## src/rtl/mem_pkg.sv

```systemverilog
// Shared types for the RAM access arbiter: load/store op codes, FSM states
// and the op-to-state routing used at grant time.
package mem_pkg;

   typedef enum logic [2:0] {
      LOAD   = 3'b001,
      STORE  = 3'b010,
      LOADV  = 3'b011,
      STOREV = 3'b100,
      PEEK   = 3'b101
   } load_store_op_set;

   typedef enum logic [1:0] {IDLE, P_ACCESS, V_ACCESS, DONE} state_t;

   // Unknown codes skip the RAMs and report an error straight from DONE.
   function automatic state_t op_route(input logic [2:0] op);
      case (op)
         LOAD, STORE, PEEK: op_route = P_ACCESS;
         LOADV, STOREV:     op_route = V_ACCESS;
         default:           op_route = DONE;
      endcase
   endfunction

   function automatic logic op_is_write(input logic [2:0] op);
      return (op == STORE) || (op == STOREV);
   endfunction

endpackage

```

## src/rtl/rr_arbiter_2.sv

```systemverilog
// Two-way round-robin arbiter. Index 0 = load/store, index 1 = fetch.
module rr_arbiter_2 (
   input  logic       clk,
   input  logic       reset,
   input  logic [1:0] req,
   input  logic       update,
   output logic [1:0] grant
);

   // 1 = index 1 won last, so index 0 is preferred next (reset state).
   logic last_hi;

   always_ff @(posedge clk) begin
      if (reset)
         last_hi <= 1'b1;
      else if (update && (grant != 2'b00))
         last_hi <= grant[1];
   end

   always_comb begin
      grant = req;
      if (req == 2'b11)
         grant = last_hi ? 2'b01 : 2'b10;
   end

endmodule

```

## src/rtl/ram_access_arbiter.sv

```systemverilog
// Serialises instruction fetch and load/store traffic onto the program (p)
// and vector (v) RAMs, one transaction at a time.
module ram_access_arbiter
   import mem_pkg::*;
#(
   parameter int INPUT_ADDRESS_WIDTH = 16,
   parameter int INPUT_DATA_WIDTH    = 16,
   parameter int RAM_LATENCY         = 2
) (
   input  logic                           clk,
   input  logic                           reset,
   input  logic                           fetch_req,
   input  logic [INPUT_ADDRESS_WIDTH-1:0] program_counter_address,
   output logic                           fetch_ack,
   output logic [INPUT_DATA_WIDTH-1:0]    fetch_data,
   input  logic                           ls_req,
   input  logic [2:0]                     ls_op,
   input  logic [INPUT_ADDRESS_WIDTH-1:0] ls_address,
   input  logic [INPUT_DATA_WIDTH-1:0]    ls_wdata,
   output logic                           ls_ack,
   output logic [INPUT_DATA_WIDTH-1:0]    ls_rdata,
   output logic                           ls_err,
   output logic                           p_ram_rw,
   output logic [INPUT_ADDRESS_WIDTH-1:0] p_ram_address,
   output logic [INPUT_DATA_WIDTH-1:0]    p_ram_data,
   input  logic [INPUT_DATA_WIDTH-1:0]    p_ram_rdata,
   output logic                           v_ram_rw,
   output logic [INPUT_ADDRESS_WIDTH-1:0] v_ram_address,
   output logic [INPUT_DATA_WIDTH-1:0]    v_ram_data,
   input  logic [INPUT_DATA_WIDTH-1:0]    v_ram_rdata,
   output logic                           busy
);

   localparam int AW = INPUT_ADDRESS_WIDTH;
   localparam int DW = INPUT_DATA_WIDTH;

   state_t          state, state_nxt;
   logic [1:0]      gnt;
   logic            take;
   logic            fetch_q, wr_q, err_q;
   logic [AW-1:0]   addr_q, v_addr_q;
   logic [DW-1:0]   wdata_q;
   logic [2:0]      cnt;
   logic            last_cyc;
   logic            in_access;

   assign take      = (state == IDLE) && (gnt != 2'b00);
   assign in_access = (state == P_ACCESS) || (state == V_ACCESS);
   assign last_cyc  = (cnt == 3'(RAM_LATENCY - 1));

   rr_arbiter_2 u_rr (
      .clk    (clk),
      .reset  (reset),
      .req    ({fetch_req, ls_req}),
      .update (take),
      .grant  (gnt)
   );

   always_ff @(posedge clk) begin
      if (reset) state <= IDLE;
      else       state <= state_nxt;
   end

   always_comb begin
      state_nxt = state;
      case (state)
         IDLE: begin
            if (gnt[1])      state_nxt = P_ACCESS;
            else if (gnt[0]) state_nxt = op_route(ls_op);
         end
         P_ACCESS, V_ACCESS: if (wr_q || last_cyc) state_nxt = DONE;
         DONE:    state_nxt = IDLE;
         default: state_nxt = IDLE;
      endcase
   end

   always_ff @(posedge clk) begin
      if (reset) begin
         fetch_q    <= 1'b0;
         wr_q       <= 1'b0;
         err_q      <= 1'b0;
         addr_q     <= '0;
         v_addr_q   <= '0;
         wdata_q    <= '0;
         cnt        <= '0;
         fetch_data <= '0;
         ls_rdata   <= '0;
      end else begin
         if (take) begin
            fetch_q <= gnt[1];
            wr_q    <= gnt[0] && op_is_write(ls_op);
            err_q   <= gnt[0] && (op_route(ls_op) == DONE);
            wdata_q <= ls_wdata;
            cnt     <= '0;
            if (gnt[1])              addr_q <= program_counter_address;
            else if (ls_op == PEEK)  addr_q <= program_counter_address + 1'b1;
            else                     addr_q <= ls_address;
            // The v address is a register so it keeps its value between accesses.
            if (gnt[0] && (op_route(ls_op) == V_ACCESS)) v_addr_q <= ls_address;
            if (gnt[0] && (op_route(ls_op) == DONE))     ls_rdata <= '0;
         end
         if (in_access) begin
            cnt <= cnt + 3'd1;
            if (!wr_q && last_cyc) begin
               if (fetch_q)
                  fetch_data <= (state == P_ACCESS) ? p_ram_rdata : v_ram_rdata;
               else
                  ls_rdata   <= (state == P_ACCESS) ? p_ram_rdata : v_ram_rdata;
            end
         end
      end
   end

   always_comb begin
      busy          = (state != IDLE);
      fetch_ack     = (state == DONE) && fetch_q;
      ls_ack        = (state == DONE) && !fetch_q;
      ls_err        = (state == DONE) && err_q;
      p_ram_rw      = (state == P_ACCESS) && wr_q;
      v_ram_rw      = (state == V_ACCESS) && wr_q;
      p_ram_data    = p_ram_rw ? wdata_q : '0;
      v_ram_data    = v_ram_rw ? wdata_q : '0;
      p_ram_address = (state == P_ACCESS) ? addr_q : program_counter_address;
      v_ram_address = (state == V_ACCESS) ? addr_q : v_addr_q;
   end

endmodule

```

## config.mk

```make
export PLATFORM = sky130hd
export DESIGN_NAME = ram_access_arbiter
export DESIGN_NICKNAME = d
export VERILOG_FILES = /design/src/rtl/mem_pkg.sv /design/src/rtl/rr_arbiter_2.sv /design/src/rtl/ram_access_arbiter.sv
export SDC_FILE = /design/constraint.sdc
export NUM_CORES = 1
export LEC_CHECK = 0
export CAP_MARGIN = 20
export CORE_MARGIN = 2
export CORE_UTILIZATION = 38
export CTS_CLUSTER_DIAMETER = 100
export CTS_CLUSTER_SIZE = 24
export DETAILED_ROUTE_END_ITERATION = 10
export PLACE_DENSITY_LB_ADDON = 0.2
export SLEW_MARGIN = 30
export SYNTH_ARGS = -nofsm -noshare
export SYNTH_HDL_FRONTEND = slang
export SYNTH_SLANG_ARGS = --single-unit
```

## constraint.sdc

```tcl
create_clock -name clk -period 3.83 [get_ports clk]
set_input_delay 0.766 -clock clk [delete_from_list [all_inputs] [get_ports clk]]
set_output_delay 0.766 -clock clk [all_outputs]
set_load 0.05 [all_outputs]
```

==> results of run 1 <==
==> Yosys cell counts (3+ instances only) <==
cell type / count / area (sq um)
and2_1: 8 / 50.1
inv_1: 11 / 41.3
o32ai_1: 5 / 43.8
mux2_2: 31 / 349
a32oi_1: 7 / 61.3
buf_4: 5 / 37.5
nor3_1: 4 / 20.0
nand2_1: 63 / 236
o21ai_0: 4 / 20.0
a211oi_1: 16 / 120
nand4_1: 3 / 18.8
a31oi_1: 3 / 18.8
nand2b_1: 5 / 31.3
and3_1: 32 / 200
a21o_1: 3 / 22.5
buf_2: 11 / 55.1
nor2b_1: 3 / 18.8
xnor2_1: 7 / 61.3
dfxtp_1: 89 / 1780
a2bb2oi_1: 15 / 131
clkbuf_1: 28 / 105
a22oi_1: 9 / 67.6
o211ai_1: 4 / 30.0
nor2_1: 57 / 214
ha_1: 9 / 113
a21oi_1: 35 / 175
o21ai_1: 3 / 15.0
o22ai_1: 5 / 31.3
or3_1: 3 / 18.8
mux2i_1: 22 / 220
buf_1: 6 / 22.5
nand3_1: 18 / 90.1
==> layer usage <==
layer	global-route usage	share of wire	vias up
li1	-	-	2357
met1	0.261	0.42	2283
met2	0.381	0.48	191
met3	0.0825	0.088	19
met4	0.0722	0.018	0
met5	0	0	-
==> metrics by stage <==
| step | cell area, sq um | utilization | power, uW |
|---|---|---|---|
| after global placement | 6750 | 0.555 | 2890 |
| after floorplan | 4780 | - | 2370 |
| after CTS | 7100 | 0.584 | 3960 |
| after detailed placement | 6750 | 0.555 | 2930 |
| final | 7100 | 0.584 | 3930 |
| after global routing | 7100 | 0.584 | 4140 |
==> how the worst min path moves through the flow <==
stage / start / to / slack (ns) / cells past startpoint
2_1_floorplan: v_addr_q[10] / v_addr_q[10] / 0.43 / 2
3_3_place_gp: v_addr_q[8] / v_addr_q[8] / 0.44 / 2
3_5_place_dp: v_addr_q[2] / v_addr_q[2] / 0.45 / 2
4_1_cts: v_addr_q[10] / v_addr_q[10] / 0.46 / 2
5_1_grt: v_addr_q[3] / v_addr_q[3] / 0.48 / 2
6_report: v_addr_q[10] / v_addr_q[10] / 0.46 / 2
==> kinds of logic after synthesis <==
family	share of synthesized area
buffers and inverters	0.0557
AND/OR/NAND/NOR	0.222
adder cells (fa/ha/maj)	0.0236
flip-flops	0.373
XOR/XNOR	0.0147
AO/OA/AOI/OAI	0.192
multiplexers	0.119
==> sequential cells by signal (all words and copies together) (netlist names) <==
register,flops
wr_q,1
fetch_q,1
err_q,1
v_addr_q,16
addr_q,16
wdata_q,16
fetch_data,16
cnt,3
u_rr.last_hi,1
state,2
ls_rdata,16
==> power breakdown <==
group	switching (uW)	internal [uW]	total, uW
clock network	362	654	1020
logic	1070	667	1740
registers	106	1070	1180
total	1540	2390	3930
==> worst register-to-register path, stage by stage (launching register included) <==
cell	delay [ns]
dfxtp_1	0.34
inv_1	0.09
ha_1	0.53
o21ai_2	0.35
buf_4	0.32
a32oi_1	0.19
o32ai_1	0.11
a311o_1	0.33
==> area by class of cell <==
type	count	share of cell area
Multi-Input combinational cell	413	0.386
Clock inverter	5	0.0145
Sequential cell	89	0.251
Clock buffer	11	0.0342
Timing Repair Buffer	200	0.279
Inverter	11	0.00582
Tap cell	168	0.0296
==> out/qor.csv, run 1 <==
metric;value;unit
ANT cells;0;
DIE HEIGHT;116;um
Lkg Pwr;0.00268;uW
launching element of the worst setup path;state[1];
Worst path slowest cell;clkdlybuf4s50_1;
count of final max-slew check failures;0;
final sum of negative setup slack;0;ns
CP startpoint kind;flop;
run status;finished, final reports clean;
top library cells by usage in the layout, fill and taps aside;187 x clkdlybuf4s50_1, 88 x dfxtp_1, 63 x nand2_1;
clock insertion delay at the later pin of the skew report;0.34;ns
worst slack after detailed placement;0.555;ns
remaining number of nets flagged by the antenna check after routing;0;
data arrival time of the critical path;2.60;ns
initial antenna violation count;0;
end point of the critical path;p_ram_address[0];
setup violators final;0;
post-DP HPWL;10.8;mm
Fin Hold WS;0.455;ns
clock root buffer master;clkbuf_16;
total wire length;15.2;mm
post-synthesis to final-layout area growth;48.5;%
worst path buffer plus inverter count;2;
syn nets;660;
overall track demand over capacity in global routing;0.223;
startpoint of the lowest-slack register-to-register path;state[0];
worst-case register-to-register setup slack;1.46;ns
count of H-tree levels built during CTS;3;
maximum number of pins on one net before global-route repair;92;
Inserted Clock Buffers;9;
maximum fanout along the worst path;36;
cell total after placement;881;
Starting Density;0.393;
proportion of layout cells with a drive suffix above 1;0.0974;
per-cell via count in the routed design;5.41;
area taken by multi-input logic gates;2740;sq um
gate family responsible for the most delay along the worst path;buffers and inverters;
net count reported at finish;820;
Fmax;297;MHz
Worst path depth;4;
number of global-route vias before repair;4790;
TritonRoute pass-1 iters;6;
Clock Skew;0.00457;ns
DRC violation count after routing;0;
WS Path Type;reg2out;
total vias in the final route;4850;
count of fill cells added during filler insertion;1090;
Seq/Total Area, Yosys;0.373;
grt total ovfl;0;
area occupied by registers;1780;sq um
clock edge transition at the registers on the reported setup and hold paths;0.06;ns
CP max stage delay;0.72;ns
relative max-transition margin;0.480;
logic depth of the worst register-to-register path;7;
distinct cell type count after synthesis;62;
wire length of the first global-routing pass;23.8;mm
average wire per standard cell;16.9;um
capture instance of the worst register-to-register path;addr_q[12];
TritonCTS clock tree;yes;
core area;12200;sq um
hold violation total from the final report;0;
most common flop cell mapped by yosys;dfxtp_1;
Avg Cell Area, Syn;8.48;sq um
count of flip-flops with a built-in enable after synthesis;0;
number of setup buffers added after CTS;0;
path category of the worst min-delay check;reg2reg;
share of async-settable or async-resettable flops after synthesis;0;
count of boundary I/O pins;189;
max-cap violations;0;
final estimated routing congestion in global placement;0.879;
least setup slack across all paths after layout;0.467;ns
cells along the critical path;inv_1 > ha_2 > mux2_2 > clkdlybuf4s50_1;
required time of the worst setup path;3.06;ns
total of cells resized after clock tree synthesis;0;
PwrDens;554;nW/um^2
slew at the pin closest to its max-slew limit;0.780;ns
number of buffers inserted by port buffering;188;
number of standard-cell rows in the floorplan;40;
Hold Buf Count CTS;0;
total die area;13500;sq um
final cell count without fillers;897;
1st-iter DRT viols;330;
post-synthesis cell area;4780;sq um
horizontal die dimension;116;um
most common library cell in the layout ignoring fill and taps;clkdlybuf4s50_1;
maximum resistive drop on vdd;294;uV
CTS Buffer Depth;2;
total of flip-flops plus latches after synthesis;89;
setup repair after global routing missed its margin;no;
clk sinks;89;
time the worst path needs with I/O delays and setup;3.36;ns
kind of end point of the critical path;output port;
Mapped Cells;564;
final critical-path share of the clock period;0.878;
number of warnings printed during yosys synthesis;0;
No activity file was read; power rests on OpenSTA's default activity.
==> inputs of run 2 (changes only) <==
--- a/config.mk
+++ b/config.mk
@@ -12,7 +12,8 @@
 export CTS_CLUSTER_SIZE = 24
 export DETAILED_ROUTE_END_ITERATION = 10
 export PLACE_DENSITY_LB_ADDON = 0.2
-export SLEW_MARGIN = 30
+export SKIP_CTS_REPAIR_TIMING = 1
+export SLEW_MARGIN = 25
 export SYNTH_ARGS = -nofsm -noshare
 export SYNTH_HDL_FRONTEND = slang
 export SYNTH_SLANG_ARGS = --single-unit
==> out/qor.csv, run 2 (synthesis results as in run 1) <==
metric;value;unit
run status;finished, final reports clean;
final estimated routing congestion in global placement;0.879;
slew at the pin closest to its max-slew limit;0.978;ns
clock root buffer master;clkbuf_16;
WS Path Type;reg2out;
clk sinks;89;
TritonRoute pass-1 iters;5;
post-DP HPWL;10.8;mm
DIE HEIGHT;116;um
setup repair after global routing missed its margin;no;
relative max-transition margin;0.347;
time the worst path needs with I/O delays and setup;3.36;ns
share of the core filled with cells in the final layout;0.580;
horizontal die dimension;116;um
hold violation total from the final report;0;
Starting Density;0.393;
total vias in the final route;4844;
total wire length;15.2;mm
most common library cell in the layout ignoring fill and taps;clkdlybuf4s50_1;
proportion of layout cells with a drive suffix above 1;0.0948;
clock edge transition at the registers on the reported setup and hold paths;0.06;ns
remaining number of nets flagged by the antenna check after routing;0;
post-synthesis to final-layout area growth;47.4;%
maximum number of pins on one net before global-route repair;92;
ANT cells;0;
top library cells by usage in the layout, fill and taps aside;187 x clkdlybuf4s50_1, 89 x dfxtp_1, 63 x nand2_1;
Fin Hold WS;0.454;ns
final critical-path share of the clock period;0.877;
core area;12200;sq um
grt total ovfl;0;
count of boundary I/O pins;189;
CP startpoint kind;flop;
average wire per standard cell;16.9;um
PwrDens;539;nW/um^2
path category of the worst min-delay check;reg2reg;
initial antenna violation count;0;
number of global-route vias before repair;4786;
1st-iter DRT viols;302;
clock insertion delay at the later pin of the skew report;0.34;ns
CTS Buffer Depth;2;
number of standard-cell rows in the floorplan;40;
Fmax;298;MHz
required time of the worst setup path;3.06;ns
maximum fanout along the worst path;36;
Clock Skew;0.00562;ns
cell total after placement;881;
wire length of the first global-routing pass;23.8;mm
kind of end point of the critical path;output port;
DRC violation count after routing;0;
final cell count without fillers;896;
total die area;13500;sq um
max-cap violations;0;
Inserted Clock Buffers;9;
TritonCTS clock tree;yes;
setup violators final;0;
data arrival time of the critical path;2.59;ns
count of final max-slew check failures;0;
overall track demand over capacity in global routing;0.226;
final sum of negative setup slack;0;ns
Lkg Pwr;0.00267;uW
per-cell via count in the routed design;5.41;
number of buffers inserted by port buffering;188;
maximum resistive drop on vdd;349;uV
net count reported at finish;820;
count of H-tree levels built during CTS;3;
run 2: power by group:
part | internal, uW | switching (uW)
Combinational | 668 | 1070
Clock | 535 | 348
Sequential | 1070 | 107
Total | 2270 | 1530
run 2: final timing paths:
check          startpoint  slack, ns          endpoint  cells after the start
min reg2reg  v_addr_q[11]       0.45      v_addr_q[11]                      2
max              state[1]       0.47  p_ram_address[0]                      4
min          v_addr_q[11]       0.45      v_addr_q[11]                      2
max reg2reg      state[0]       1.44        addr_q[12]                      7
run 2: per-stage QoR:
| stage | setup WS, ns | power (uW) | cell area (sq um) |
|---|---|---|---|
| final | 0.472 | 3800 | 7050 |
| after global routing | 0.315 | 4010 | 7050 |
| after CTS | 0.457 | 3830 | 7050 |
| after detailed placement | 0.562 | 2930 | 6750 |
| after global placement | 0.591 | 2890 | 6750 |
| after floorplan | 0.799 | 2370 | 4780 |
run 2: final cells by class:
class                   count  area, sq um
clock buffers              12          256
clock inverters             3         40.0
fillers                  1084         5110
inverters                  11         41.3
multi-input cells         413         2740
flip-flops and latches     89         1780
well taps                 168          210
repair buffers            200         1980
run 2: routing by layer:
layer / track usage / vias to the layer above / share of wire
met2: 0.377 / 196 / 0.48
li1: - / 2355 / -
met3: 0.0794 / 26 / 0.084
met5: 0 / - / 0
met1: 0.269 / 2267 / 0.42
met4: 0.0833 / 0 / 0.020
run 2: worst max-delay path, stage by stage, from the launching register on:
cell and delay [ns]:
dfxtp_1 0.34, inv_1 0.08, ha_2 0.69, mux2_2 0.41
clkdlybuf4s50_1 0.73
